$ cat config.mk
export PLATFORM = sky130hd
export DESIGN_NAME = uart_frame_writer
export DESIGN_NICKNAME = d
export VERILOG_FILES = /design/src/rtl/uart_writer_pkg.sv /design/src/rtl/byte_packer.sv /design/src/rtl/uart_frame_writer.sv
export SDC_FILE = /design/constraint.sdc
export NUM_CORES = 1
export LEC_CHECK = 0
export BUFFER_PORTS_ARGS = -buffer_cell sky130_fd_sc_hd__buf_2
export CORE_UTILIZATION = 56
export CTS_CLUSTER_DIAMETER = 80
export DETAILED_ROUTE_END_ITERATION = 8
export PLACE_DENSITY = 0.8
export SKIP_LAST_GASP = 1
export SLEW_MARGIN = 25
export SYNTH_ARGS = -nofsm -noshare
export SYNTH_HDL_FRONTEND = slang
export SYNTH_SLANG_ARGS = --single-unit
$ cat constraint.sdc
create_clock -name clk -period 2.7 [get_ports clk]
set_clock_uncertainty 0.1 [all_clocks]
set_input_delay 0.54 -clock clk [delete_from_list [all_inputs] [get_ports clk]]
set_output_delay 0.54 -clock clk [all_outputs]
set_load 0.02 [all_outputs]
$ cat src/rtl/uart_writer_pkg.sv
// Shared types and sizing helpers for the UART frame writer.
package uart_writer_pkg;

    typedef enum logic [2:0] {
        IDLE,
        SKIP,
        STORE,
        CHECK,
        DONE
    } state_t;

    localparam int DATA_W_DEFAULT = 8;
    localparam int BPW_DEFAULT    = DATA_W_DEFAULT / 8;

    function automatic int bytes_per_word(input int data_w);
        return data_w / 8;
    endfunction

    // Width of a counter that must hold every value 0..max_val.
    function automatic int cnt_width(input int max_val);
        return (max_val < 1) ? 1 : $clog2(max_val + 1);
    endfunction

endpackage

$ cat src/rtl/byte_packer.sv
// Packs a stream of bytes little-endian into DATA_W-bit words; word_valid
// pulses one clock after the byte that completes a word.
module byte_packer
    import uart_writer_pkg::*;
#(
    parameter int DATA_W = 8
) (
    input  logic              clk,
    input  logic              reset,
    input  logic              clear,
    input  logic              byte_valid,
    input  logic [7:0]        byte_data,
    output logic              lane_full,
    output logic              word_valid,
    output logic [DATA_W-1:0] word
);

    localparam int BPW    = bytes_per_word(DATA_W);
    localparam int LANE_W = cnt_width(BPW - 1);
    localparam logic [LANE_W-1:0] LANE_LAST = LANE_W'(BPW - 1);

    logic [LANE_W-1:0] lane;
    logic [DATA_W-1:0] pack;
    logic [DATA_W-1:0] next_word;

    assign lane_full = byte_valid && (lane == LANE_LAST);

    always_comb begin
        next_word = pack;
        for (int i = 0; i < BPW; i++) begin
            if (lane == LANE_W'(i)) next_word[8*i +: 8] = byte_data;
        end
    end

    always_ff @(posedge clk or posedge reset) begin
        if (reset) begin
            lane       <= '0;
            pack       <= '0;
            word       <= '0;
            word_valid <= 1'b0;
        end else if (clear) begin
            lane       <= '0;
            pack       <= '0;
            word_valid <= 1'b0;
        end else begin
            word_valid <= lane_full;
            if (byte_valid) begin
                if (lane_full) begin
                    lane <= '0;
                    pack <= '0;
                    word <= next_word;
                end else begin
                    lane <= lane + 1'b1;
                    pack <= next_word;
                end
            end
        end
    end

endmodule

$ cat src/rtl/uart_frame_writer.sv
// Strips a fixed header from a UART byte stream and writes NUM_WORDS packed words
// to RAM from address 0. Optional trailer checksum: define UART_FRAME_CHECKSUM_EN.
module uart_frame_writer
    import uart_writer_pkg::*;
#(
    parameter int ADDR_W    = 16,
    parameter int DATA_W    = 8,
    parameter int HDR_BYTES = 16,
    parameter int NUM_WORDS = 2**ADDR_W
) (
    input  logic              clk,
    input  logic              reset,
    input  logic              start,
    input  logic              rx_valid,
    input  logic [7:0]        rx_data,
    output logic              mem_we,
    output logic [ADDR_W-1:0] mem_addr,
    output logic [DATA_W-1:0] mem_wdata,
    output logic              busy,
    output logic              done,
    output logic              chk_err
);

    // rx_valid is a one-cycle strobe with no back-pressure: every strobe seen in
    // SKIP/STORE/CHECK is consumed on that clock; strobes in IDLE/DONE are dropped.

    localparam int HDR_W = cnt_width(HDR_BYTES);
    localparam logic [ADDR_W-1:0] LAST_ADDR = ADDR_W'(NUM_WORDS - 1);
    localparam logic [HDR_W-1:0]  HDR_LAST  = HDR_W'((HDR_BYTES > 0) ? HDR_BYTES - 1 : 0);
    localparam logic [HDR_W-1:0]  HDR_MAX   = HDR_W'(HDR_BYTES);

    state_t            state;
    state_t            state_d;
    logic [HDR_W-1:0]  hdr_cnt;
    logic [ADDR_W-1:0] word_cnt;
    logic              last_taken;   // final word complete, its write not yet issued
    logic              arm;
    logic              pack_valid;
    logic              lane_full;
    logic              word_valid;

    assign arm        = start && (state == IDLE || state == DONE);
    assign pack_valid = rx_valid && (state == STORE) && !last_taken;
    assign mem_we     = word_valid;
    assign busy       = (state == SKIP) || (state == STORE) || (state == CHECK);
    assign done       = (state == DONE);

    byte_packer #(.DATA_W(DATA_W)) u_packer (
        .clk        (clk),
        .reset      (reset),
        .clear      (arm),
        .byte_valid (pack_valid),
        .byte_data  (rx_data),
        .lane_full  (lane_full),
        .word_valid (word_valid),
        .word       (mem_wdata)
    );

`ifdef UART_FRAME_CHECKSUM_EN
    logic [7:0] sum;
    logic       chk_err_q;
    logic       chk_byte;

    // A trailer arriving in the final write cycle is already the checksum byte.
    assign chk_byte = rx_valid && ((state == CHECK) || (state == STORE && last_taken));
    assign chk_err  = chk_err_q;

    always_ff @(posedge clk or posedge reset) begin
        if (reset) begin
            sum       <= '0;
            chk_err_q <= 1'b0;
        end else if (arm) begin
            sum       <= '0;
            chk_err_q <= 1'b0;
        end else begin
            if (pack_valid) sum <= sum + rx_data;
            if (chk_byte) chk_err_q <= (sum != rx_data);
        end
    end
`else
    assign chk_err = 1'b0;
`endif

    always_ff @(posedge clk or posedge reset) begin
        if (reset) state <= IDLE;
        else       state <= state_d;
    end

    always_comb begin
        state_d = state;
        case (state)
            IDLE, DONE: if (start) state_d = (HDR_BYTES == 0) ? STORE : SKIP;
            SKIP:       if (rx_valid && hdr_cnt == HDR_LAST) state_d = STORE;
            STORE: begin
                if (last_taken && word_valid) begin
`ifdef UART_FRAME_CHECKSUM_EN
                    state_d = chk_byte ? DONE : CHECK;
`else
                    state_d = DONE;
`endif
                end
            end
            CHECK:      if (rx_valid) state_d = DONE;
            default:    state_d = IDLE;
        endcase
    end

    always_ff @(posedge clk or posedge reset) begin
        if (reset) begin
            hdr_cnt    <= '0;
            word_cnt   <= '0;
            last_taken <= 1'b0;
            mem_addr   <= '0;
        end else if (arm) begin
            hdr_cnt    <= '0;
            word_cnt   <= '0;
            last_taken <= 1'b0;
            mem_addr   <= '0;
        end else begin
            if (state == SKIP && rx_valid && hdr_cnt != HDR_MAX) hdr_cnt <= hdr_cnt + 1'b1;
            if (lane_full) begin
                word_cnt <= word_cnt + 1'b1;
                if (word_cnt == LAST_ADDR) last_taken <= 1'b1;
            end
            if (word_valid) mem_addr <= (mem_addr == LAST_ADDR) ? '0 : mem_addr + 1'b1;
        end
    end

endmodule
Yosys cells after proc, flatten, opt, wreduce, memory -nomap -nowiden

Index checks and enable logic that the tools add are counted.
Widths: inputs -> output; s select.

Add/subtract/negate cells: 4
Eq/ne operators: 12
Multiplexer cells: 23
Bitwise gates (word level): 2
Reductions and logical operators: 22

Operators with widths:

| operator              | count |
|---|---|
| $mux 16               | 5 |
| $add 16x1->16 const B | 2 |
| $eq 16x16->1 const B  | 2 |
| $mux 8                | 4 |
| $mux 3                | 4 |
| $pmux 3 s4            | 1 |
| $mux 5                | 2 |
| $reduce_bool 2->1     | 5 |
| $logic_and 1x1->1     | 8 |
| $mux 1                | 7 |
| $eq 3x2->1 const B    | 2 |
| $ne 2x2->1 const B    | 3 |
| $add 5x1->5 const B   | 1 |
| $eq 5x4->1 const B    | 1 |
| $ne 5x5->1 const B    | 1 |
| $reduce_and 4->1      | 1 |
| $eq 3x1->1 const B    | 1 |
| $eq 3x3->1 const B    | 1 |
| $logic_not 3->1       | 1 |
| $logic_or 1x1->1      | 3 |
| $reduce_and 3->1      | 1 |
| $ne 2x1->1 const B    | 1 |
| $not 1->1             | 2 |
| $reduce_and 2->1      | 1 |
| 3 further kinds       | 3 |

Bits in registers: 59
Output and inout port bits: 28
Logic and storage cells: 72

Logic depth before layout (Yosys ltp)

Gate-level depths: netlist of run 1.

Word-level depth: 7
Gate-level depth with buffers: 7
Mapped depth without buffers: 7

By module

From an unflattened synthesis of run 1, not the netlist that was laid out.

Cell total of the unflattened synthesis: 252
Area, all modules: 2,567.5 µm²

By module, submodules not included:

| module            | instances | cells an instance | area an instance (µm²) | sequential area each (µm²) |
|---|---|---|---|---|
| uart_frame_writer | 1         | 227               | 2,170.8                | 1,026.0 |
| byte_packer       | 1         | 25                | 396.6                  | 250.2 |

Worst setup path before layout of run 1

No wires, ideal clock.

Kind: register -> register
Start: register state[0]
End: register word_cnt[13]
Library setup time: 66 ps
Data arrival time: 2,134 ps
Slack: 400 ps
Stages on the path, launching flop included: 7
Period minus slack after synthesis: 2,300 ps
Cell sequence: dfrtp_1 buf_6 or4b_4 or4_1 buf_2 or4_1 nand2_1

Word-level cells in the longest chain between the ends: 5

RTL lines:

| item                           | RTL line                 | source |
|---|---|---|
| from (decl)                    | uart_frame_writer.sv:32  | `state_t state;` |
| from (signal assigned)         | uart_frame_writer.sv:86  | `else state <= state_d;` |
| $eq 3x2->1                     | uart_frame_writer.sv:43  | `assign pack_valid = rx_valid && (state == STORE) && !last_taken;` |
| $logic_and 1x1->1 (2 in a row) | uart_frame_writer.sv:43  |  |
| $logic_and 1x1->1              | byte_packer.sv:26        | `assign lane_full = byte_valid && (lane == LANE_LAST);` |
| $reduce_bool 2->1 (no line)    | -                        |  |
| to (signal assigned)           | uart_frame_writer.sv:122 | `word_cnt <= word_cnt + 1'b1;` |
| to (decl)                      | uart_frame_writer.sv:35  | `logic [ADDR_W-1:0] word_cnt;` |

Parallel ways exist; a longest one is shown, timed or not.
A chain may end at the register's enable or synchronous reset.

Worst setup path in the final report of run 1

Start: register last_taken
End: register word_cnt[13]

Word-level cells in the longest chain between the ends: 4

RTL lines:

| item                        | RTL line                 | source |
|---|---|---|
| from (decl)                 | uart_frame_writer.sv:36  | `logic last_taken;` |
| from (signal assigned)      | uart_frame_writer.sv:112 | `last_taken <= 1'b0;` |
| from (signal assigned)      | uart_frame_writer.sv:117 | `last_taken <= 1'b0;` |
| from (signal assigned)      | uart_frame_writer.sv:123 | `if (word_cnt == LAST_ADDR) last_taken <= 1'b1;` |
| $logic_not 1->1             | uart_frame_writer.sv:43  |  |
| $logic_and 1x1->1           | uart_frame_writer.sv:43  |  |
| $logic_and 1x1->1           | byte_packer.sv:26        |  |
| $reduce_bool 2->1 (no line) | -                        |  |

Every way passes these cells.

==> results of run 1 <==
area by class of cell:
class	instances	area, um^2	share of cell area, %
multi-input combinational	200	1210	41.3
inverter	7	26.3	0.897
tap	52	65.1	2.22
clock inverter	1	30.0	1.03
clock buffer	6	72.6	2.48
timing repair buffer	46	250	8.54
sequential	51	1280	43.6
worst max path at each step:
stage / startpoint / to / slack, ns / depth (start not counted)
2_1_floorplan: state[0] / word_cnt[13] / 0.40 / 6
3_3_place_gp: rx_valid / word_cnt[13] / 0.33 / 5
3_5_place_dp: rx_valid / word_cnt[13] / 0.27 / 5
4_1_cts: last_taken / word_cnt[13] / 0.33 / 4
5_1_grt: last_taken / word_cnt[13] / 0.22 / 4
6_report: last_taken / word_cnt[13] / 0.32 / 4
cell families (layout without fill, tap and decap cells):
logic type	Yosys count	count (layout)
other	1	1
buffers and inverters	19	60
DFF	51	51
muxes	3	3
and+or+nand+nor	133	133
adders and majority gates	5	5
AOI/OAI and AO/OA	39	39
xor gates and xnor gates	19	19
sequential cells by signal (all words and copies together), names as in the netlist:
name / flops
u_packer.word_valid: 1
mem_addr: 16
u_packer.lane: 1
hdr_cnt: 5
state: 3
last_taken: 1
u_packer.word: 8
word_cnt: 16
cells in the mapped netlist:
| cell type | count | area (um^2) |
|---|---|---|
| buf_6 | 2 | 22.5 |
| nand3_1 | 11 | 55.1 |
| or2b_1 | 1 | 7.51 |
| buf_2 | 1 | 5.00 |
| inv_1 | 6 | 22.5 |
| dfrtp_1 | 51 | 1280 |
| nand2_1 | 46 | 173 |
| nor2_1 | 25 | 93.8 |
| a21bo_2 | 1 | 10.0 |
| xnor2_1 | 6 | 52.6 |
| ha_1 | 5 | 62.6 |
| clkbuf_1 | 8 | 30.0 |
| nor3_1 | 2 | 10.0 |
| and3_1 | 4 | 25.0 |
| o2111ai_1 | 4 | 35.0 |
| o22ai_1 | 1 | 6.26 |
| nor2b_1 | 2 | 12.5 |
| a21oi_1 | 9 | 45.0 |
| nor3b_2 | 1 | 12.5 |
| mux2i_1 | 3 | 30.0 |
| buf_4 | 1 | 7.51 |
| and2_1 | 3 | 18.8 |
| or4_1 | 4 | 30.0 |
| o21ai_0 | 11 | 55.1 |
| nor4b_1 | 1 | 8.76 |
| a22oi_1 | 1 | 7.51 |
| conb_1 | 1 | 3.75 |
| or3_1 | 5 | 31.3 |
| and4bb_2 | 1 | 12.5 |
| and4b_1 | 1 | 10.0 |
| or4b_4 | 1 | 13.8 |
| o31ai_1 | 7 | 52.6 |
| a31oi_1 | 1 | 6.26 |
| and4_1 | 5 | 43.8 |
| or2b_2 | 1 | 8.76 |
| nor4bb_1 | 1 | 10.0 |
| nor4_1 | 2 | 12.5 |
| o211ai_1 | 4 | 30.0 |
| clkinv_1 | 1 | 3.75 |
| nand4_1 | 9 | 56.3 |
| xor2_1 | 13 | 114 |
| nand3b_1 | 7 | 52.6 |
metrics by stage:
step                power (mW)  cell area (um^2)  utilization (%)  hold slack, ns
floorplan                 1.15              2580                -           0.326
global placement          1.23              2830             64.5           0.341
detailed placement        1.25              2830             64.5           0.348
CTS                       1.76              2930             66.8           0.213
global route              1.83              2930             66.8           0.245
finish                    1.74              2930             66.8           0.191
power breakdown:
group | switching [mW] | internal (mW) | leakage [nW]
Sequential | 0.0564 | 0.829 | 0.702
Combinational | 0.215 | 0.132 | 0.691
Clock | 0.235 | 0.272 | 0.0513
layer usage:
metal,vias up,track usage [%],part of all wire [%]
met3,11,3.63,3.2
li1,1031,-,-
met1,991,32.3,48
met4,0,9.33,2.0
met2,51,37.2,47
met5,-,0,0
==> results.py, run 1 <==
metrics = {
    "logic_synthesis": {
        "synth_fa_ha_area_share_pct": 2.43,
        "yosys.area_share.xor_xnor_pct": 6.46,
        "synth_area_um2": 2580,
        "synth_warnings": 0,
        "yosysSeqAreaShare_pct": 49.5,
        "synth.distinct_cells": 42,
        "synth_compound_area_share_pct": 9.62,
        "avgSynthCellArea_um2": 9.54,
        "ys_ff_latch": 51,
        "muxShareOfSynthArea_pct": 1.17,
        "synthCells": 270,
        "synth_top_family_by_area": "simple AND/OR/NAND/NOR gates",
        "syn_nets": 287,
        "synth_simple_gate_area_share_pct": 27.1,
    },
    "place": {
        "place.gp.congestion": 0.768,
        "detailed_place_hpwl_mm": 3.79,
        "dp.cells": 356,
        "port-buffer-count": 38,
        "post-place-ws_ns": 0.274,
    },
    "sta": {
        "drv_slew": 0,
        "rsz0062_at_grt": "false",
        "hold_viol_final": 0,
        "worst_pin_slew_ns": 0.584,
        "fmax_ghz": 0.420,
        "max_slew_margin_pct": 61.0,
        "setup_viol": 0,
        "period_needed_ns": 2.38,
        "setup_ws_ns": 0.321,
        "tns_ns": 0,
        "post-route-period-util_pct": 88.1,
    },
    "die": {
        "die-height_um": 69.8,
        "coreArea_um2": 4380,
        "ios": 40,
        "start_util_pct": 58.8,
        "die_area_um2": 4880,
        "die_width_um": 69.8,
        "num_rows": 24,
    },
    "critical_path": {
        "critPathTopFamily": "simple AND/OR/NAND/NOR gates",
        "rrSetupSlack_ns": 0.32,
        "cp_max_fo": 7,
        "cp_slowest_stage_delay_ns": 0.64,
        "crit_chain": "or4b_4 -> or4_1 -> or4_1 -> nand2_1",
        "critical_path_buf_inv_count": 0,
        "cp-start-kind": "flop",
        "slowest_stage": "or4_1",
        "required_ns": 2.84,
        "worstPathArrival_ns": 2.52,
        "crit_top_cell": "or4_1",
        "worstSetupEndpointType": "flop",
        "timing.rr.start": "last_taken",
        "reg2reg_depth": 4,
        "crit_type": "flop to flop",
        "worst_r2r_endpoint": "word_cnt[13]",
    },
    "route": {
        "drtIter0Drc": 120,
        "dr.pass1.iters": 4,
        "drt_wl_total_mm": 5.22,
        "ant_nets": 0,
        "viasPerCell": 5.74,
        "vias": 2084,
        "wl_per_cell_um": 14.4,
        "drc": 0,
    },
    "clock_network": {
        "htree_levels": 2,
        "cts_tree": "yes",
        "cts.sinks": 51,
        "cts_setup_buffers": 0,
        "cts-root-buf": "clkbuf_8",
        "clock_path_buffers": 2,
        "cts_resized": 0,
        "clk_latency_ns": 0.30,
        "clk_pin_slew_ns": 0.09,
        "ctsHoldBuffers": 0,
        "numCtsBuffers": 5,
    },
    "cells_and_area": {
        "fillers": 348,
        "layoutNonFillerInstCount": 363,
        "antennaDiodeCount": 0,
        "nets": 328,
        "syn_to_final_growth_pct": 13.7,
        "final_common_cell": "dfrtp_1",
        "layout_common_cells": "51 x dfrtp_1, 46 x nand2_1, 38 x buf_2",
        "drive_above_1_share_pct": 18.6,
    },
    "global_route": {
        "track_usage_pct": 23.4,
        "grt_max_degree": 30,
        "grt-ovfl-total": 0,
        "grt_pass1_vias": 2000,
        "grt_first_pass_wirelength_mm": 9.07,
        "antenna_found_initial": 0,
    },
    "pwr": {
        "power_density_nw_per_um2": 594,
        "power.leakage_nw": 1.44,
        "vdd_drop_max_uv": 348,
    },
    "run": {
        "cap_viol_max_count": 0,
    },
    "min_path": {
        "hold_path_class": "input pin to async pin",
    },
    "status": {
        "status": "finished clean",
    },
}
(Power assumes the default switching activity.)
==> inputs of run 2 (changes only) <==
Clock period 2.7 ns to 2.25 ns, I/O delays scaled along.
==> run 2 against run 1 <==
- wire length increased by 1.6%
- clock power grew 0.8%
- combinational power grew 23%
- critical path type unchanged
- largest cell class unchanged
- highest routed layer unchanged
==> results.py, run 2 (synthesis results as in run 1) <==
metrics = {
    "status": {
        "status": "finished clean",
    },
    "sta": {
        "hold_viol_final": 0,
        "setup_viol": 0,
        "rsz0062_at_grt": "false",
        "tns_ns": 0,
        "fmax_ghz": 0.464,
        "post-route-period-util_pct": 95.8,
        "drv_slew": 0,
        "whs_ns": 0.0318,
        "setup_ws_ns": 0.0944,
        "period_needed_ns": 2.16,
    },
    "cells_and_area": {
        "final_common_cell": "dfrtp_1",
        "syn_to_final_growth_pct": 15.0,
        "reg.largest.list": "mem_addr: 16 flops, word_cnt: 16 flops, u_packer.word: 8 flops",
        "layoutNonFillerInstCount": 369,
        "fillers": 341,
        "drive_above_1_share_pct": 20.2,
        "antennaDiodeCount": 0,
        "layout_common_cells": "51 x dfrtp_1, 46 x nand2_1, 38 x buf_2",
        "nets": 333,
    },
    "clock_network": {
        "cts_setup_buffers": 0,
        "numCtsBuffers": 5,
        "cts.sinks": 51,
        "cts_tree": "yes",
        "htree_levels": 2,
        "clk_pin_slew_ns": 0.09,
        "clock_path_buffers": 2,
        "ctsHoldBuffers": 0,
        "clk_latency_ns": 0.31,
        "cts-root-buf": "clkbuf_8",
        "cts_resized": 0,
    },
    "route": {
        "drc": 0,
        "drt_wl_total_mm": 5.30,
        "ant_nets": 0,
        "viasPerCell": 5.70,
        "dr.pass1.iters": 4,
        "wl_per_cell_um": 14.4,
        "vias": 2103,
        "drtIter0Drc": 93,
    },
    "place": {
        "post-place-ws_ns": 0.0536,
        "dp.cells": 361,
        "place.gp.congestion": 0.809,
        "port-buffer-count": 38,
        "detailed_place_hpwl_mm": 3.72,
    },
    "global_route": {
        "track_usage_pct": 23.5,
        "grt_first_pass_wirelength_mm": 9.16,
        "grt_pass1_vias": 2039,
        "grt-ovfl-total": 0,
        "antenna_found_initial": 0,
        "grt_max_degree": 33,
    },
    "die": {
        "ios": 40,
        "die_width_um": 69.8,
        "die-height_um": 69.8,
        "coreArea_um2": 4380,
        "num_rows": 24,
        "die_area_um2": 4880,
        "start_util_pct": 58.8,
    },
    "critical_path": {
        "crit_chain": "or4b_4 -> or4_4 -> or4_1 -> nand2_1",
        "required_ns": 2.40,
        "cp-start-kind": "flop",
        "critical_path_buf_inv_count": 0,
        "reg2reg_depth": 4,
        "critPathTopFamily": "simple AND/OR/NAND/NOR gates",
        "worstSetupEndpointType": "flop",
        "crit_type": "flop to flop",
        "worst_r2r_endpoint": "word_cnt[13]",
        "cp_max_fo": 7,
        "slowest_stage": "or4b_4",
        "rrSetupSlack_ns": 0.09,
        "timing.rr.start": "u_packer.lane",
        "cp_slowest_stage_delay_ns": 0.55,
        "worstPathArrival_ns": 2.31,
    },
    "run": {
        "cap_viol_max_count": 0,
    },
    "pwr": {
        "combPwrFrac_pct": 21.3,
        "seqPwrFrac_pct": 53.2,
        "p_int_mw": 1.38,
        "power_density_nw_per_um2": 678,
        "sw_frac_of_total_pct": 31.1,
        "clock_power_share_pct": 25.5,
        "power.leakage_nw": 1.47,
        "switching_power_mw": 0.625,
        "vdd_drop_max_uv": 395,
    },
    "min_path": {
        "hold_path_class": "input pin to async pin",
    },
}
==> run 2: cell types whose count changed in the layout (fill, tap and decap cells not counted) <==
cell,before,now
buf_4,8,12
buf_12,0,1
bufinv_16,1,0
clkbuf_1,1,2
clkinv_2,0,1
or4_1,4,3
or4_4,0,1
==> run 2: routing by layer <==
layer	wire length (um)	global-route usage (%)	share of wire, %	up-vias
met5	0	0	0	-
met4	119	10.4	2.2	0
met3	177	3.34	3.3	12
met2	2470	36.8	47	54
met1	2540	32.6	48	1003
li1	-	-	-	1034
==> run 2: worst register-to-register path, stage by stage, from the launching register on <==
cell	delay, ns
dfrtp_1	0.40
or4b_4	0.55
or4_4	0.48
or4_1	0.49
nand2_1	0.08
==> run 2: per-stage QoR <==
step	total power, mW	cell area [um^2]	util [%]
final	2.01	2960	67.6
after global routing	2.11	2960	67.6
after CTS	2.02	2960	67.6
after detailed placement	1.51	2880	65.7
after global placement	1.49	2880	65.7
after floorplan	1.38	2590	-
==> run 2: power by group through the flow <==
stage                     Clock [mW]  Combinational, mW  Sequential (mW)
after CTS                      0.522              0.430             1.07
after global routing           0.554              0.481             1.08
after floorplan                    0              0.283             1.09
after detailed placement           0              0.427             1.08
after global placement             0              0.416             1.08
final                          0.511              0.428             1.07
==> run 2: worst max path at each step <==
| stage | startpoint | end | slack (ns) | cells after the start |
|---|---|---|---|---|
| final | u_packer.lane | word_cnt[13] | 0.09 | 4 |
| after global routing | last_taken | u_packer.word[5] | 0.0003 | 7 |
| after CTS | last_taken | word_cnt[13] | 0.09 | 4 |
| after detailed placement | rx_valid | word_cnt[13] | 0.05 | 5 |
| after global placement | rx_valid | word_cnt[13] | 0.1 | 5 |
| after floorplan | state[0] | word_cnt[13] | 0.04 | 6 |
==> run 2: final cells by class <==
cell class	instances	area, um^2	area share [%]
Multi-Input combinational cell	200	1210	40.9
Clock inverter	1	5.00	0.169
Timing Repair Buffer	51	300	10.1
Tap cell	52	65.1	2.20
Inverter	7	26.3	0.887
Sequential cell	51	1280	43.1
Clock buffer	7	76.3	2.58
